==> config.mk <==
export PLATFORM = sky130hd
export DESIGN_NAME = alu_mc
export DESIGN_NICKNAME = d
export VERILOG_FILES = /design/src/rtl/alu_mc.sv
export SDC_FILE = /design/constraint.sdc
export NUM_CORES = 1
export LEC_CHECK = 0
export ABC_AREA = 1
export BUFFER_PORTS_ARGS = -buffer_cell sky130_fd_sc_hd__buf_2
export CORE_MARGIN = 2
export CORE_UTILIZATION = 60
export DETAILED_ROUTE_END_ITERATION = 8
export HOLD_SLACK_MARGIN = 0.15
export PLACE_DENSITY_LB_ADDON = 0.12
export SLEW_MARGIN = 5
export SYNTH_ARGS = -nofsm -noshare
export SYNTH_HDL_FRONTEND = slang
export SYNTH_SLANG_ARGS = --single-unit
==> constraint.sdc <==
create_clock -name clk -period 2.8 [get_ports clk]
set_input_delay 0.14 -clock clk [delete_from_list [all_inputs] [get_ports clk]]
set_output_delay 0.14 -clock clk [all_outputs]
set_load 0.01 [all_outputs]
==> src/rtl/alu_mc.sv <==
// Registered ALU with valid/ready issue, a carry/overflow flag register and an
// optional iterative shift-and-add multiplier on opcode 4'b1111.
module alu_mc #(
  parameter int W      = 8,
  parameter bit MUL_EN = 1'b1
) (
  input  logic         clk,
  input  logic         rst_n,
  input  logic         valid_i,
  output logic         ready_o,
  input  logic [3:0]   op_i,
  input  logic [W-1:0] a_i,
  input  logic [W-1:0] r_i,
  input  logic [W:0]   imm_i,
  output logic         valid_o,
  output logic [W-1:0] out_o,
  output logic         branch_o,
  output logic         ovf_o
);

  localparam int CW = $clog2(W);
  localparam logic [W-1:0] SH_LIM = W'(W);

  typedef enum logic {IDLE, MUL} state_t;
  state_t state, state_next;

  logic [2*W-1:0] mcand_reg;
  logic [W-1:0]   mplier_reg;
  logic [2*W-1:0] acc_reg;
  logic [CW-1:0]  count_reg;

  logic           accept;
  logic           ovr;
  logic           start_mul;
  logic [W-1:0]   alu_res;
  logic           alu_br;
  logic           alu_f_we;
  logic           alu_f_next;
  logic [W:0]     sum_w;
  logic [W-1:0]   diff;
  logic [2*W-1:0] acc_sum;

  assign ovr       = ~imm_i[W];
  assign start_mul = MUL_EN && (op_i == 4'b1111) && !ovr;
  assign sum_w     = {1'b0, a_i} + {1'b0, r_i} + {{W{1'b0}}, ovf_o};
  assign diff      = a_i - r_i;
  assign acc_sum   = acc_reg + (mplier_reg[0] ? mcand_reg : '0);

  always_comb begin
    alu_res    = '0;
    alu_br     = 1'b0;
    alu_f_we   = 1'b0;
    alu_f_next = 1'b0;
    case (op_i)
      4'b0000, 4'b0010, 4'b0011: alu_res = r_i;
      4'b0001, 4'b1100:          alu_res = a_i;
      4'b0100: begin
        alu_res    = sum_w[W-1:0];
        alu_f_we   = 1'b1;
        alu_f_next = sum_w[W];
      end
      4'b0101: alu_res = diff;
      4'b0110: alu_res = a_i & r_i;
      4'b1011: alu_res = a_i ^ r_i;
      4'b0111: begin
        if (a_i == {{(W-1){1'b0}}, 1'b1}) begin
          alu_br  = 1'b1;
          alu_res = r_i;
        end
      end
      4'b1000: begin
        if (a_i == '0) begin
          alu_br  = 1'b1;
          alu_res = r_i;
        end
      end
      4'b1001: alu_res = {{(W-1){1'b0}}, (a_i == r_i)};
      4'b1010: alu_res = {{(W-1){1'b0}}, diff[W-1]};
      4'b1101: alu_res = (r_i < SH_LIM) ? (a_i << r_i) : '0;
      4'b1110: alu_res = (r_i < SH_LIM) ? (a_i >> r_i) : '0;
      default: alu_res = '0;
    endcase
  end

  always_comb begin
    state_next = state;
    ready_o    = (state == IDLE);
    accept     = valid_i && ready_o;
    case (state)
      IDLE: if (accept && start_mul) state_next = MUL;
      MUL:  if (count_reg == '0) state_next = IDLE;
      default: state_next = IDLE;
    endcase
  end

  always_ff @(posedge clk or negedge rst_n) begin
    if (!rst_n) state <= IDLE;
    else        state <= state_next;
  end

  // Bit 0 of the multiplier is folded into the load so the loop needs only W-1 cycles.
  always_ff @(posedge clk or negedge rst_n) begin
    if (!rst_n) begin
      valid_o    <= 1'b0;
      out_o      <= '0;
      branch_o   <= 1'b0;
      ovf_o      <= 1'b0;
      mcand_reg  <= '0;
      mplier_reg <= '0;
      acc_reg    <= '0;
      count_reg  <= '0;
    end else begin
      valid_o  <= 1'b0;
      branch_o <= 1'b0;
      case (state)
        IDLE: begin
          if (accept) begin
            if (start_mul) begin
              mcand_reg  <= {{(W-1){1'b0}}, a_i, 1'b0};
              mplier_reg <= r_i >> 1;
              acc_reg    <= r_i[0] ? {{W{1'b0}}, a_i} : '0;
              count_reg  <= CW'(W - 2);
            end else begin
              valid_o  <= 1'b1;
              out_o    <= ovr ? imm_i[W-1:0] : alu_res;
              branch_o <= alu_br;
              if (alu_f_we && !ovr) ovf_o <= alu_f_next;
            end
          end
        end
        MUL: begin
          acc_reg    <= acc_sum;
          mcand_reg  <= mcand_reg << 1;
          mplier_reg <= mplier_reg >> 1;
          count_reg  <= count_reg - 1'b1;
          if (count_reg == '0) begin
            valid_o <= 1'b1;
            out_o   <= acc_sum[W-1:0];
            ovf_o   <= |acc_sum[2*W-1:W];
          end
        end
        default: ;
      endcase
    end
  end

endmodule

==> flow_metrics.py <==
metrics = {
    "cells_and_area": {
        "utilization_pct": 67.2,
        "areaGrowthSynthToFinish_pct": 8.88,
        "fin_area_sq_mm": 0.00552,
        "largest_reg_flops": 16,
        "fillCellCount": 761,
        "drive_gt1_share_pct": 11.5,
        "antenna_cells": 0,
        "num-nets-final": 916,
    },
    "setup_path": {
        "cp_num_cells": 21,
        "critPathKind": "flip-flop to flip-flop",
        "cp-endpoint": "ovf_o",
        "r2r-end": "ovf_o",
        "critPathMaxStageDelay_ns": 0.43,
        "critPathLaunch": "mplier_reg[0]",
        "crit_path_end_kind": "flip-flop",
        "crit_top_cell": "nand2_1",
        "r2r_slack_ns": 0.25,
        "cp.arrival_ns": 2.76,
        "reg2regPathDepth": 21,
        "path_cells": "nand2_1 > inv_1 > ha_1 > inv_1 > fa_1 > inv_1 > nand3_1 > nand2_2 > nand2_1 > nand2_1 > nand3_1 > nand2_1 > nand2_1 > nand2_1 > nand2_1 > nor2_1 > nand2_1 > nand2_1 > nand2_1 > nand2_1 > nand2_1",
        "crit_buf_inv": 3,
        "crit_required_ns": 3.01,
        "reg2reg_from": "mplier_reg[0]",
        "cp_max_fo": 7,
        "cp_top_family": "simple AND/OR/NAND/NOR gates",
        "startpoint_type": "flip-flop",
        "slowest_stage": "dfrtp_2",
    },
    "yosys": {
        "ys_warn_count": 0,
        "avgSynthCellArea_sq_um": 6.26,
        "synth_fp_nets": 878,
        "synth_edf_count": 0,
        "ys_seq_elements": 53,
        "synth_area_sq_mm": 0.00507,
        "synth.area.top_cells": "dfrtp_1 26%, nand2_1 19%, ha_1 7.6%, inv_1 6.5%, nand3_1 6.2%",
        "synth_area_leader_cell": "dfrtp_1",
        "seq_area_frac_synth_pct": 26.1,
        "synth_flop_cell": "dfrtp_1",
        "synth-simple-area-share_pct": 37.7,
        "async_reset_ff_share_pct": 100,
        "ys_types": 43,
        "synth-compound-area-share_pct": 16.2,
        "synth.most_common_cell": "nand2_1",
        "synth_top_area_share_pct": 26.1,
        "synth_top_family_by_area": "simple AND/OR/NAND/NOR gates",
        "synth_xor_area_share_pct": 0.863,
        "muxShareOfSynthArea_pct": 0,
        "synthCells": 811,
        "synthAdderAreaFrac_pct": 9.22,
        "synth_commonest_cells": "255 x nand2_1, 88 x inv_1, 83 x nor2_1",
    },
    "clocking": {
        "cts_post_setup_buffers_inserted": 0,
        "clkSinkCount": 53,
        "cts_buffers": 5,
        "cts_tree": "done",
        "clk_path_buf_depth": 2,
        "cts-root-buf": "clkbuf_8",
        "clk_pin_slew_ns": 0.10,
        "insertion_delay_ns": 0.31,
        "htree_num_levels": 2,
    },
    "routing": {
        "drt-total-wl_um": 15700,
        "num_vias": 5535,
        "vias_per_cell": 5.80,
        "firstDrtPassIters": 8,
        "ant_nets": 0,
        "wl_per_cell_um": 16.4,
        "drt_first_iter_violations": 483,
        "post-route-drc-count": 0,
    },
    "placed_design": {
        "portBuffers": 43,
        "dp.final_hpwl_um": 12200,
        "pre_cts_slack_ns": 0.273,
        "dpl_cell_area_sq_mm": 0.00538,
        "gp_congestion": 1.16,
    },
    "power": {
        "combPwrFrac_pct": 53.7,
        "leakage_uw": 0.00297,
        "p_int_uw": 1980,
        "total_power_uw": 3700,
        "p_seq_share_pct": 31.9,
        "p_switching_uw": 1710,
        "swShare_pct": 46.4,
        "powerDensity_mw_per_mm2": 669,
        "p_clk_share_pct": 14.4,
        "peakVddDrop_mv": 0.379,
    },
    "flow_run": {
        "cap_violations": 0,
    },
    "grt": {
        "antenna_found_initial": 0,
        "grtUsageTotal_pct": 35.1,
        "use_met1_pct": 43.4,
        "grt_pass1_wl_um": 25000,
        "busiest_layer": "met2",
        "grt.overflow.total": 0,
        "grtUsageMet2_pct": 61.5,
        "use_met3_pct": 3.92,
        "grt_pass1_vias": 5209,
        "grt_max_degree": 51,
    },
    "sta": {
        "maxSlewHeadroom_pct": 64.9,
        "worst_slew_pin_slew_ns": 0.521,
        "drv_slew": 0,
        "fin_setup_tns_ns": 0,
        "setup_ws_ns": 0.252,
        "setup_viol": 0,
        "clock.fmax_mhz": 392,
        "finalHoldViolations": 0,
        "finalCriticalPeriod_ns": 2.55,
        "timing.final.crit_share_pct": 91.0,
        "skew_ns": 0.00839,
    },
    "floorplanning": {
        "pin_count": 44,
        "dieArea_sq_mm": 0.00921,
        "die_x_um": 96.0,
        "rows": 33,
        "start_util_pct": 61.7,
        "die_h_um": 96.0,
        "core_area_sq_mm": 0.00822,
    },
    "outcome": {
        "outcome": "finished clean",
    },
    "worst_hold_path": {
        "hold_path_class": "primary input to flip-flop",
    },
}
==> final cells by class <==
cell class,instances,area (sq um),area share [%]
multi-input cells,632,3250,58.8
flip-flops and latches,53,1330,24.0
inverters,100,380,6.89
repair buffers,57,328,5.93
well taps,105,131,2.38
clock buffers,6,72.6,1.31
clock inverters,2,38.8,0.702
==> layer usage <==
| layer | share of wire (%) | wire length (um) |
|---|---|---|
| met5 | 0 | 0 |
| met4 | 4.4 | 687 |
| met3 | 7.9 | 1240 |
| met2 | 48 | 7540 |
| met1 | 40 | 6220 |
==> worst min-delay path: cells and delay by family <==
family          cells  cell delay (ns)
buf+inv             1             0.14
compound gates      1             0.07
simple gates        1             0.07
==> per-stage QoR <==
| stage | hold slack (ns) | cells |
|---|---|---|
| after global routing | 0.163 | 955 |
| after floorplan | -0.156 | 811 |
| after CTS | 0.154 | 955 |
| after detailed placement | 0.120 | 944 |
| final | 0.153 | 955 |
| after global placement | 0.102 | 944 |
==> kinds of logic after synthesis <==
group	Yosys count
buffers and inverters	126
AND/OR/NAND/NOR	445
AO/OA/AOI/OAI	147
adder cells (fa/ha/maj)	35
XOR/XNOR	5
flip-flops	53
==> power groups by stage <==
stage	sequential (uW)	combinational [uW]	clock (uW)
3_5_place_dp	1190	1930	0
6_report	1180	1990	531
2_1_floorplan	1150	1450	0
3_3_place_gp	1180	1860	0
4_1_cts	1180	1950	536
5_1_grt	1210	2250	564
==> placed cells by master, fill, tap and decap left out, drive strengths merged <==
master,count
nor3,7
a21oi,50
clkinv,3
ha,31
nor2,92
dlygate4sd3,3
a31oi,17
nor4,2
nand3b,2
nand3,68
nand2,260
clkbuf,6
buf,54
fa,4
o22ai,9
nor3b,1
o21bai,2
inv,98
nand4,13
o21ai,59
dfrtp,53
a32o,1
a21o,2
bufinv,1
xnor2,1
o211ai,1
xor2,4
a21boi,3
a211oi,1
a22oi,2
==> timing repair <==
item,in CTS,in global routing
endpoints found under the setup margin,0,1
resized for setup,0,2
endpoints found under the hold margin,23,0
hold buffers,3,0
==> worst min-delay path by stage <==
stage / start / to / slack, ns / cells after the start
finish: r_i[5] / mplier_reg[4] / 0.15 / 3
global route: r_i[5] / mplier_reg[4] / 0.16 / 3
CTS: r_i[5] / mplier_reg[4] / 0.15 / 3
detailed placement: rst_n / mplier_reg[4] / 0.12 / 1
global placement: rst_n / mplier_reg[5] / 0.10 / 1
floorplan: rst_n / acc_reg[0] / -0.16 / 0
(Power assumes the default switching activity.)
